## config.mk

```make
export PLATFORM = sky130hd
export DESIGN_NAME = mux_rr_arb
export DESIGN_NICKNAME = d
export VERILOG_FILES = /design/src/rtl/mux_rr_arb.sv
export SDC_FILE = /design/constraint.sdc
export NUM_CORES = 1
export LEC_CHECK = 0
export BUFFER_PORTS_ARGS = -buffer_cell sky130_fd_sc_hd__clkbuf_2
export CORE_MARGIN = 2
export CORE_UTILIZATION = 25
export CTS_CLUSTER_SIZE = 28
export DETAILED_ROUTE_END_ITERATION = 8
export PLACE_DENSITY = 0.54
export SYNTH_ARGS = -nofsm -noshare
export SYNTH_HDL_FRONTEND = slang
export SYNTH_SLANG_ARGS = --single-unit
```

## constraint.sdc

```tcl
create_clock -name clk -period 2.4 [get_ports clk]
set_input_delay 0.36 -clock clk [delete_from_list [all_inputs] [get_ports clk]]
set_output_delay 0.36 -clock clk [all_outputs]
set_load 0.05 [all_outputs]
```

## src/rtl/mux_rr_arb.sv

```systemverilog
// mux_rr_arb
//   N-channel, W-bit arbitrating multiplexer with a single registered output
//   stage. Each cycle the output stage can take a word, one requesting
//   channel is granted, either by round-robin starting at ptr or by fixed
//   priority (lowest index first). The granted word and its channel index
//   are registered and offered downstream with a valid/ready handshake.
//
// Ports
//   clk         rising-edge clock
//   rst_n       asynchronous active-low reset
//   in_valid    [N]    per-channel request
//   in_data     [N*W]  channel k data in bits [k*W +: W]
//   in_ready    [N]    one-hot grant (or zero)
//   prio_fixed  1 = fixed priority, 0 = round-robin
//   out_valid   output register holds a word
//   out_data    [W]    registered word
//   out_ch      [CW]   channel that supplied out_data
//   out_ready   consumer accepts the word
//
// Output stage states
//   state    | meaning
//   ---------+--------------------------------------------
//   ST_EMPTY | no word held, out_valid = 0, may load
//   ST_FULL  | word held, out_valid = 1, may load only if
//            | the consumer takes the current word
module mux_rr_arb #(
  parameter int N  = 4,
  parameter int W  = 8,
  parameter int CW = (N > 1) ? $clog2(N) : 1
) (
  input  logic            clk,
  input  logic            rst_n,
  input  logic [N-1:0]    in_valid,
  input  logic [N*W-1:0]  in_data,
  output logic [N-1:0]    in_ready,
  input  logic            prio_fixed,
  output logic            out_valid,
  output logic [W-1:0]    out_data,
  output logic [CW-1:0]   out_ch,
  input  logic            out_ready
);

  typedef enum logic {
    ST_EMPTY = 1'b0,
    ST_FULL  = 1'b1
  } state_t;

  state_t        state_q, state_d;
  logic [CW-1:0] ptr_q, ptr_d;
  logic [W-1:0]  data_q, data_d;
  logic [CW-1:0] ch_q, ch_d;

  logic          can_load;
  logic          grant_vld;
  logic [CW-1:0] grant_idx;
  logic [W-1:0]  grant_data;
  logic          load;

  // rst_n is folded in so that no grant is advertised while reset is held,
  // even though the stage is EMPTY during reset.
  assign can_load = rst_n & ((state_q == ST_EMPTY) | out_ready);

  // Arbitration. Round-robin is done as two linear passes: first the
  // channels at or above ptr, then the ones below it (the wrapped part).
  // In fixed mode the first pass covers every channel, lowest first, and
  // the second pass is disabled.
  always_comb begin
    grant_vld = 1'b0;
    grant_idx = '0;
    for (int k = 0; k < N; k++) begin
      if (!grant_vld && in_valid[k] && (prio_fixed || (k >= int'(ptr_q)))) begin
        grant_vld = 1'b1;
        grant_idx = CW'(k);
      end
    end
    for (int k = 0; k < N; k++) begin
      if (!grant_vld && in_valid[k] && !prio_fixed && (k < int'(ptr_q))) begin
        grant_vld = 1'b1;
        grant_idx = CW'(k);
      end
    end
  end

  // Data select feeds only the output register, so in_data never reaches
  // an output combinationally.
  always_comb begin
    grant_data = '0;
    for (int k = 0; k < N; k++) begin
      if (grant_idx == CW'(k)) begin
        grant_data = in_data[k*W +: W];
      end
    end
  end

  always_comb begin
    in_ready = '0;
    for (int k = 0; k < N; k++) begin
      in_ready[k] = can_load & grant_vld & (grant_idx == CW'(k));
    end
  end

  // A granted channel always has in_valid set, so a grant under can_load
  // is a transfer.
  assign load = can_load & grant_vld;

  always_ff @(posedge clk or negedge rst_n) begin
    if (!rst_n) begin
      state_q <= ST_EMPTY;
    end else begin
      state_q <= state_d;
    end
  end

  always_comb begin
    state_d = state_q;
    case (state_q)
      ST_EMPTY: begin
        if (load) begin
          state_d = ST_FULL;
        end
      end
      ST_FULL: begin
        if (load) begin
          state_d = ST_FULL;
        end else if (out_ready) begin
          state_d = ST_EMPTY;
        end
      end
      default: state_d = ST_EMPTY;
    endcase
  end

  always_comb begin
    data_d = data_q;
    ch_d   = ch_q;
    ptr_d  = ptr_q;
    if (load) begin
      data_d = grant_data;
      ch_d   = grant_idx;
      if (!prio_fixed) begin
        ptr_d = (grant_idx == CW'(N - 1)) ? '0 : CW'(grant_idx + 1'b1);
      end
    end
  end

  always_ff @(posedge clk or negedge rst_n) begin
    if (!rst_n) begin
      data_q <= '0;
      ch_q   <= '0;
      ptr_q  <= '0;
    end else begin
      data_q <= data_d;
      ch_q   <= ch_d;
      ptr_q  <= ptr_d;
    end
  end

  assign out_valid = (state_q == ST_FULL);
  assign out_data  = data_q;
  assign out_ch    = ch_q;

endmodule

```

Yosys cells after proc, flatten, opt, wreduce, memory -nomap -nowiden
Index checks and enable logic that the tools add are counted.
{ "classes": {"add_sub_neg": 1, "multipliers": 0, "div": 0, "magnitude_cmp": 6, "n_eq_ne": 3, "n_shift": 0, "muxes": 22, "bitwise": 9, "n_reduce_logical": 27} }
{ "op_table": {"columns": ["op", "count"], "rows": [
  ["$mux W8", 4],
  ["$logic_and A1 B1 Y1", 15],
  ["$mux W2", 6],
  ["$mux W1", 11],
  ["$logic_not A1 Y1", 7],
  ["$and A1 B1 Y1", 6],
  ["$eq A2 B2 Y1 const B", 2],
  ["$ge A1 B2 Y1 const A", 2],
  ["$lt A1 B2 Y1 const A", 2],
  ["$logic_or A1 B1 Y1", 3],
  ["$add A2 B1 Y2 const B", 1],
  ["$eq A2 B1 Y1 const B", 1],
  ["$ge A2 B2 Y1 const A", 1],
  ["$logic_not A2 Y1", 1],
  ["$lt A2 B2 Y1 const A", 1],
  ["$not A1 Y1", 2],
  ["$pmux W1 S2", 1],
  ["$reduce_and A2 Y1", 1],
  ["$or A1 B1 Y1", 1]
]} }
{ "word_totals": {"reg_bits": 13, "latch_bits": 0, "ram_bits": 0, "rom_bits": 0, "out_inout_bits": 15, "elab_cells": 72, "mem_count": 0} }

Longest topological paths before layout
Gate-level depths: netlist of the first run.
{ "depth": {"ltp_word": 35, "depth_mapped": 12} }

Worst setup path before layout of the first run
OpenSTA, ideal clock, no wires.
{ "synth_path": {"kind": "register -> output", "start": "register ptr_q[0]", "end": "output port in_ready[2]", "arrival_ns": 2.281, "required_ns": 2.040, "setup_slack_ns": -0.241, "path_stages_with_launch": 8, "n_path_buf": 1, "cell_sequence": "dfrtp_1 > and4bb_2 > a211oi_1 > nor3_1 > a22oi_1 > ha_1 > clkbuf_1 > and2_1"} }
{ "synth_via": {"elab_chain_cells": 32} }
{ "synth_rtl": {"columns": ["item", "line_no", "rtl"], "rows": [
  ["start, declared", "49", "logic [CW-1:0] ptr_q, ptr_d;"],
  ["start signal, assigned", "154", "ptr_q <= ptr_d;"],
  ["$ge A1 B2 Y1", "71", "if (!grant_vld && in_valid[k] && (prio_fixed || (k >= int'(ptr_q)))) begin"],
  ["$logic_or A1 B1 Y1", "71", null],
  ["$logic_and A1 B1 Y1", "71", null],
  ["$mux W1", "71", null],
  ["$logic_not A1 Y1", "71", null],
  ["$logic_and A1 B1 Y1 (2 in a row)", "71", null],
  ["$mux W1", "71", null],
  ["$logic_not A1 Y1", "71", null],
  ["[11 not listed]", null, null],
  ["$logic_not A1 Y1", "77", "if (!grant_vld && in_valid[k] && !prio_fixed && (k < int'(ptr_q))) begin"],
  ["$logic_and A1 B1 Y1 (3 in a row)", "77", null],
  ["$mux W1", "77", null],
  ["$logic_not A1 Y1", "77", null],
  ["$logic_and A1 B1 Y1 (3 in a row)", "77", null],
  ["$mux W2 or $mux W1 (tied branches)", "77", null],
  ["$eq A2 B2 Y1 or $and A1 B1 Y1 (tied branches)", "98", "in_ready[k] = can_load & grant_vld & (grant_idx == CW'(k));"],
  ["$and A1 B1 Y1 (*)", "98", null],
  ["end, declared", "35", "output logic [N-1:0] in_ready,"]
]} }
Every way passes the cells marked *; elsewhere a longest branch is shown, timed or not.

Worst setup path in the final report of the first run
{ "layout_path": {"start": "register ptr_q[1]", "end": "output port in_ready[0]"} }
{ "layout_via": {"elab_chain_cells": 32} }
{ "layout_rtl": {"columns": ["item", "line_no"], "rows": [
  ["$ge A1 B2 Y1", "71"],
  ["$logic_or A1 B1 Y1", "71"],
  ["$logic_and A1 B1 Y1", "71"],
  ["$mux W1", "71"],
  ["$logic_not A1 Y1", "71"],
  ["$logic_and A1 B1 Y1 (2 in a row)", "71"],
  ["$mux W1", "71"],
  ["$logic_not A1 Y1", "71"],
  ["[11 not listed]", null],
  ["$logic_not A1 Y1", "77"],
  ["$logic_and A1 B1 Y1 (3 in a row)", "77"],
  ["$mux W1", "77"],
  ["$logic_not A1 Y1", "77"],
  ["$logic_and A1 B1 Y1 (3 in a row)", "77"],
  ["$mux W1 or $mux W2 (tied branches)", "77"],
  ["$and A1 B1 Y1 or $logic_not A2 Y1 (tied branches)", "98"],
  ["$and A1 B1 Y1 (*)", "98"]
]} }
Marked as above.

==> tab_implementation.tex, run 1 <==
\begin{tabular}{lr}
\hline
Metric & Value \\
\hline
\multicolumn{2}{l}{\textbf{Clocking}} \\
\quad Num CTS Buffers & 3 \\
\quad TritonCTS clock tree & built \\
\quad Clk Tree Root Cell & sky130\_fd\_sc\_hd\_\_clkbuf\_8 \\
\quad Hold buffer count at CTS & 0 \\
\quad Worst-case clock buffer depth & 2 \\
\quad Clock transition at the registers of the reported paths & 60 ps \\
\quad Clock insertion delay at the later pin of the skew report & 250 ps \\
\quad Depth of the CTS H-tree & 1 \\
\quad Clock Sinks & 13 \\
\multicolumn{2}{l}{\textbf{Floorplan}} \\
\quad Top Ports & 55 \\
\quad Y dimension of the die & 65.0 um \\
\quad Die area & 4220 um\^{}2 \\
\quad Count of standard-cell rows & 22 \\
\quad Die X & 65.0 um \\
\quad Placeable Area & 3610 um\^{}2 \\
\quad Initial cell density of the core & 0.258 \\
\multicolumn{2}{l}{\textbf{Synth}} \\
\quad Area share of the leading cell type in the synthesized netlist & 0.350 \\
\quad Most common cell in the synthesized netlist & sky130\_fd\_sc\_hd\_\_a21oi\_1 \\
\quad Netlist cell types & 29 \\
\quad Synth Area per Inst & 8.45 um\^{}2 \\
\quad Most used flip-flop cell after synthesis & sky130\_fd\_sc\_hd\_\_dfrtp\_1 \\
\quad Number of enable flip-flop cells after synthesis & 0 \\
\quad Post-Synthesis Cells & 110 \\
\quad Commonest cells in the netlist & sky130\_fd\_sc\_hd\_\_a21oi\_1, sky130\_fd\_sc\_hd\_\_dfrtp\_1, sky130\_fd\_sc\_hd\_\_nor2\_1 \\
\quad Post-synthesis cell area & 930 um\^{}2 \\
\quad Leading area contributor after synthesis & sky130\_fd\_sc\_hd\_\_dfrtp\_1 \\
\quad Count of warnings emitted by yosys & 0 \\
\quad Total of flip-flops plus latches after synthesis & 13 \\
\quad Main area contributors after synthesis & sky130\_fd\_sc\_hd\_\_dfrtp\_1, sky130\_fd\_sc\_hd\_\_a21oi\_1, sky130\_fd\_sc\_hd\_\_a221oi\_1 \\
\quad FFs w/ async S/R, synth & 1.00 \\
\quad Sequential area share after synthesis & 0.350 \\
\quad Number of nets produced by synthesis & 154 \\
\multicolumn{2}{l}{\textbf{Setup path}} \\
\quad Sort of element at the start of the critical path & flop \\
\quad Largest fanout on the critical path & 5 \\
\quad Path depth of the worst reg2reg path & 12 \\
\quad Path type of the worst setup path & flop to output pin \\
\quad RR Endpoint & out\_data[4]\$\_DFFE\_PN0P\_ \\
\quad Worst-case register-to-register setup slack & 60 ps \\
\quad WP data required & 2040 ps \\
\quad WP data arrival & 2090 ps \\
\quad Critical register-to-register path startpoint & ptr\_q[0]\$\_DFFE\_PN0P\_ \\
\quad Nature of the critical path endpoint & output pin \\
\multicolumn{2}{l}{\textbf{STA}} \\
\quad Final critical-path share of the clock period & 1.02 \\
\quad Slew at the pin closest to its max-slew limit & 277 ps \\
\quad Total negative slack for setup checks & -50.7 ps \\
\quad Final Critical Period & 2450 ps \\
\quad Final worst slack & -49.2 ps \\
\quad Maximum clock rate & 408 MHz \\
\quad Slew margin rel. & 0.815 \\
\quad Setup Skew & 3.64 ps \\
\quad Pins Over Slew Limit & 0 \\
\quad Final setup vio count & 2 \\
\quad Final hold violation count & 0 \\
\quad Worst Hold Margin & 61.7 ps \\
\quad Setup repair after global routing missed its margin & true \\
\multicolumn{2}{l}{\textbf{Pwr}} \\
\quad Max VDD drop & 0.335 mV \\
\quad Pwr Density & 994 nW/um\^{}2 \\
\quad Leak Pwr & 0.771 nW \\
\multicolumn{2}{l}{\textbf{Finish}} \\
\quad Final design utilization & 0.460 \\
\quad Layout net count & 226 \\
\quad Synth-to-Final Area Change & 78.5\% \\
\quad Diodes inserted & 0 \\
\quad Finished layout cell area & 1660 um\^{}2 \\
\quad Share of cells above drive strength 1 & 0.575 \\
\multicolumn{2}{l}{\textbf{Routing}} \\
\quad Average vias per placed instance & 4.69 \\
\quad Iteration-0 DRC Markers & 43 \\
\quad Number of iterations in the first detailed-routing pass & 4 \\
\quad Vias & 1075 \\
\quad DR DRC count & 0 \\
\quad Final wirelength & 3120 um \\
\quad Antenna Violating Nets Remaining & 0 \\
\quad Average routed wire per standard cell & 13.6 um \\
\multicolumn{2}{l}{\textbf{Flow run}} \\
\quad Number of max-capacitance violations reported & 0 \\
\multicolumn{2}{l}{\textbf{Worst hold path}} \\
\quad Hold Crit Class & primary input to asynchronous set/reset pin \\
\multicolumn{2}{l}{\textbf{Global routing}} \\
\quad GR Util All Layers & 0.152 \\
\quad Wire length of the first global-routing pass & 4910 um \\
\quad GR Overflow Total & 0 \\
\quad Maximum number of pins on one net before global-route repair & 19 \\
\quad Number of global-route vias before repair & 1109 \\
\quad Initial antenna violation count & 0 \\
\multicolumn{2}{l}{\textbf{Run status}} \\
\quad Failing checks & negative setup slack \\
\quad Outcome & finished with violations \\
\multicolumn{2}{l}{\textbf{Placed design}} \\
\quad Detailed placement HPWL & 2280 um \\
\quad Weighted congestion at the end of routability-driven global placement & 0.957 \\
\quad Place WS & -202 ps \\
\quad Count of buffers from port buffering & 54 \\
\quad Standard cell area after detailed placement & 1370 um\^{}2 \\
\hline
\end{tabular}
[kinds of logic after synthesis]
logic type / synth area share
simple gates: 0.242
compound gates: 0.262
flops: 0.350
buf+inv: 0.0471
fa+ha+maj: 0.0538
mux: 0.0444
[layer usage]
metal / global-route usage / share of wire / vias to the layer above
li1: - / - / 539
met1: 0.176 / 0.43 / 486
met2: 0.272 / 0.48 / 45
met3: 0.0330 / 0.075 / 5
met4: 0.0559 / 0.015 / 0
met5: 0 / 0 / -
[sequential cells by signal (all words and copies together), names as in the netlist]
name       flops
out_data       8
ptr_q          2
out_valid      1
out_ch         2
[worst max path at each step]
stage                                     from                 endpoint  slack, ps
after detailed placement            prio_fixed  out_data[3]$_DFFE_PN0P_       -200
after floorplan           ptr_q[0]$_DFFE_PN0P_              in_ready[2]         30
after global routing      ptr_q[1]$_DFFE_PN0P_              in_ready[0]       -160
after CTS                 ptr_q[1]$_DFFE_PN0P_              in_ready[1]        -40
final                     ptr_q[1]$_DFFE_PN0P_              in_ready[0]        -50
after global placement             in_valid[0]  out_data[3]$_DFFE_PN0P_       -120
[timing repair]
action,in CTS,in global routing
setup endpoints to repair,12,12
gates resized for setup,18,21
buffers inserted,0,4
pin swaps,1,9
[power breakdown]
part	switching [mW]	total, mW	internal, mW
combinational	0.643	1.08	0.437
sequential	0.0637	0.374	0.310
clock	0.0788	0.196	0.117
total	0.786	1.65	0.864
[critical path: stages, from the launching register on]
cell	delay, ps
sky130_fd_sc_hd__dfrtp_1	430
sky130_fd_sc_hd__and4bb_2	270
sky130_fd_sc_hd__a211oi_4	190
sky130_fd_sc_hd__nor3_2	80
sky130_fd_sc_hd__a22oi_2	210
sky130_fd_sc_hd__buf_6	160
sky130_fd_sc_hd__ha_4	130
sky130_fd_sc_hd__buf_6	90
sky130_fd_sc_hd__and2_4	130
sky130_fd_sc_hd__clkbuf_16	150
[stage by stage]
step	instances	total power [mW]
4_1_cts	225	1.54
3_3_place_gp	221	1.27
6_report	229	1.65
2_1_floorplan	110	0.992
3_5_place_dp	221	1.27
5_1_grt	229	1.76
[final cells by class]
class / instances / area [um^2]
inverters: 5 / 18.8
repair buffers: 73 / 482
flip-flops and latches: 13 / 325
fillers: 360 / 1950
multi-input cells: 86 / 728
clock buffers: 4 / 45.0
well taps: 48 / 60.1
[placed cells by master, fill, tap and decap left out, types with 3 or more instances in the layout]
cell type and instances:
sky130_fd_sc_hd__nand2_1 3, sky130_fd_sc_hd__ha_4 4, sky130_fd_sc_hd__dfrtp_1 13, sky130_fd_sc_hd__buf_6 3, sky130_fd_sc_hd__clkbuf_8 3, sky130_fd_sc_hd__clkbuf_2 50, sky130_fd_sc_hd__nor3_1 6, sky130_fd_sc_hd__a221oi_2 5
sky130_fd_sc_hd__nor2_1 11, sky130_fd_sc_hd__and2_4 3, sky130_fd_sc_hd__a21oi_1 18, sky130_fd_sc_hd__buf_4 17, sky130_fd_sc_hd__nor2b_1 8, sky130_fd_sc_hd__inv_1 4
(Power assumes the default switching activity.)
==> run 2, diff against run 1 <==
Settings changed: CORE_UTILIZATION 25 to 38, PLACE_DENSITY 0.54 to 0.75, RECOVER_POWER set to 25.
==> run 2 against run 1 <==
The flow still finishes with violations (negative setup slack). Largest cell class unchanged. Utilization grew 28 points. Worst hold slack better by 170 ps. Critical path type unchanged. Clock skew rose by 9.9 ps. Critical path depth grew 1. Power increased by 5.3%.
==> tab_implementation.tex, run 2 (synthesized netlist as in run 1, its figures left out) <==
\begin{tabular}{lr}
\hline
Metric & Value \\
\hline
\multicolumn{2}{l}{\textbf{Finish}} \\
\quad Share of cells above drive strength 1 & 0.616 \\
\quad Top library cells by usage in the layout, fill and taps aside & sky130\_fd\_sc\_hd\_\_clkbuf\_2, sky130\_fd\_sc\_hd\_\_buf\_4, sky130\_fd\_sc\_hd\_\_a21oi\_1 \\
\quad Synth-to-Final Area Change & 80.5\% \\
\quad Fill count & 178 \\
\quad Number of flip-flops under the largest register name & 8 \\
\quad Diodes inserted & 0 \\
\quad Finished layout cell area & 1680 um\^{}2 \\
\quad Layout net count & 235 \\
\quad Most frequent standard cell in the layout excluding fill and tap cells & sky130\_fd\_sc\_hd\_\_clkbuf\_2 \\
\multicolumn{2}{l}{\textbf{Floorplan}} \\
\quad Y dimension of the die & 53.5 um \\
\quad Top Ports & 55 \\
\quad Placeable Area & 2250 um\^{}2 \\
\quad Count of standard-cell rows & 17 \\
\quad Die X & 53.5 um \\
\quad Initial cell density of the core & 0.412 \\
\quad Die area & 2860 um\^{}2 \\
\multicolumn{2}{l}{\textbf{Placed design}} \\
\quad Detailed placement HPWL & 2470 um \\
\quad Standard cell area after detailed placement & 1390 um\^{}2 \\
\quad Weighted congestion at the end of routability-driven global placement & 0.840 \\
\quad Count of buffers from port buffering & 54 \\
\quad Place WS & -276 ps \\
\multicolumn{2}{l}{\textbf{Clocking}} \\
\quad Worst-case clock buffer depth & 2 \\
\quad TritonCTS clock tree & built \\
\quad Clock Sinks & 13 \\
\quad Num CTS Buffers & 3 \\
\quad Clock insertion delay at the later pin of the skew report & 290 ps \\
\quad Depth of the CTS H-tree & 1 \\
\quad Hold buffer count at CTS & 0 \\
\quad Clk Tree Root Cell & sky130\_fd\_sc\_hd\_\_clkbuf\_4 \\
\quad Clock transition at the registers of the reported paths & 100 ps \\
\multicolumn{2}{l}{\textbf{Routing}} \\
\quad Number of iterations in the first detailed-routing pass & 4 \\
\quad Antenna Violating Nets Remaining & 0 \\
\quad Average routed wire per standard cell & 17.1 um \\
\quad Final wirelength & 3720 um \\
\quad Vias & 1192 \\
\quad Iteration-0 DRC Markers & 28 \\
\quad Average vias per placed instance & 5.47 \\
\quad DR DRC count & 0 \\
\multicolumn{2}{l}{\textbf{Worst hold path}} \\
\quad Hold Crit Class & primary input to asynchronous set/reset pin \\
\multicolumn{2}{l}{\textbf{STA}} \\
\quad Final setup vio count & 8 \\
\quad Maximum clock rate & 397 MHz \\
\quad Pins Over Slew Limit & 0 \\
\quad Final Critical Period & 2520 ps \\
\quad Slew at the pin closest to its max-slew limit & 760 ps \\
\quad Final hold violation count & 0 \\
\quad Setup Skew & 13.5 ps \\
\quad Setup repair after global routing missed its margin & true \\
\quad Slew margin rel. & 0.493 \\
\quad Final critical-path share of the clock period & 1.05 \\
\quad Final worst slack & -120 ps \\
\quad Worst Hold Margin & 234 ps \\
\multicolumn{2}{l}{\textbf{Run status}} \\
\quad Outcome & finished with violations \\
\quad Failing checks & negative setup slack \\
\multicolumn{2}{l}{\textbf{Global routing}} \\
\quad Initial antenna violation count & 0 \\
\quad GR Util All Layers & 0.226 \\
\quad GR Overflow Total & 0 \\
\quad Maximum number of pins on one net before global-route repair & 17 \\
\quad Wire length of the first global-routing pass & 4710 um \\
\quad Number of global-route vias before repair & 1032 \\
\multicolumn{2}{l}{\textbf{Setup path}} \\
\quad Chain of cells forming the critical path & buf\_6 -> nand3b\_1 -> a21oi\_1 -> a21o\_1 -> a22oi\_2 -> buf\_4 -> ha\_4 -> buf\_6 -> and2\_4 -> buf\_8 \\
\quad Crit path max-delay cell type & sky130\_fd\_sc\_hd\_\_dfrtp\_1 \\
\quad Slowest stage delay, CP & 450 ps \\
\quad Number of buffer and inverter instances along the worst setup path & 4 \\
\quad WP data required & 2040 ps \\
\quad Start point of the critical path & ptr\_q[1]\$\_DFFE\_PN0P\_ \\
\quad WP data arrival & 2160 ps \\
\quad Sort of element at the start of the critical path & flop \\
\quad Crit-path most repeated cell & sky130\_fd\_sc\_hd\_\_buf\_6 \\
\quad Largest fanout on the critical path & 4 \\
\quad Nature of the critical path endpoint & output pin \\
\quad Path type of the worst setup path & flop to output pin \\
\quad Gate family responsible for the most delay along the worst path & buffers and inverters \\
\quad Critical register-to-register path startpoint & ptr\_q[1]\$\_DFFE\_PN0P\_ \\
\multicolumn{2}{l}{\textbf{Pwr}} \\
\quad Max VDD drop & 0.619 mV \\
\quad Final total power & 1.74 mW \\
\quad Leak Pwr & 0.804 nW \\
\quad Pwr Density & 1040 nW/um\^{}2 \\
\multicolumn{2}{l}{\textbf{Flow run}} \\
\quad Number of max-capacitance violations reported & 0 \\
\hline
\end{tabular}
[run 2: cell count changes in the layout (fill, tap and decap cells not counted), sizes merged]
cell | previous run | this run
buf | 21 | 31
clkbuf | 56 | 55
[run 2: worst paths after layout]
kind,end,slack [ps],cells after the start
min reg2reg,out_data[6]$_DFFE_PN0P_,510,1
max,in_ready[0],-120,10
min in group clk,out_valid$_DFF_PN0_,360,3
max reg2reg,out_data[5]$_DFFE_PN0P_,-60,14
min,out_ch[1]$_DFFE_PN0P_,230,2
max in group asynchronous,out_data[3]$_DFFE_PN0P_,1680,2
[run 2: layout make-up]
cell class / instances / area [um^2] / area share
tap: 28 / 35.0 / 0.0209
inverter: 5 / 18.8 / 0.0112
multi-input combinational: 86 / 733 / 0.437
sequential: 13 / 325 / 0.194
timing repair buffer: 82 / 539 / 0.321
clock buffer: 4 / 26.3 / 0.0157
[run 2: what timing repair did]
| action | in CTS | in global routing |
|---|---|---|
| pin swaps | 3 | 12 |
| resized for setup | 15 | 32 |
| setup buffers | 2 | 6 |
| setup endpoints to repair | 12 | 12 |
[run 2: worst register-to-register path, delay by kind of cell (launching register included)]
kind	cells	cell delay (ps)
and+or+nand+nor	3	490
buffers and inverters	4	510
DFF	1	450
AOI/OAI and AO/OA	6	750
adders and majority gates	1	180
[run 2: through the flow]
| step | cells | utilization | setup TNS (ps) |
|---|---|---|---|
| finish | 218 | 0.744 | -541 |
| global placement | 206 | 0.614 | -492 |
| floorplan | 110 | - | 0 |
| CTS | 212 | 0.661 | -206 |
| global route | 218 | 0.744 | -1470 |
| detailed placement | 206 | 0.614 | -1180 |
[run 2: routing by layer]
layer / global-route usage / vias up / routed length, um
met5: 0 / - / 0
met2: 0.364 / 46 / 1970
met3: 0.0169 / 16 / 161
met4: 0.0897 / 0 / 139
met1: 0.309 / 573 / 1450
li1: - / 557 / -
[run 2: report_power, final]
group | total (mW) | switching [mW] | internal, mW
Clock | 0.149 | 0.0841 | 0.0647
Sequential | 0.382 | 0.0727 | 0.309
Combinational | 1.21 | 0.706 | 0.501
Total | 1.74 | 0.863 | 0.875
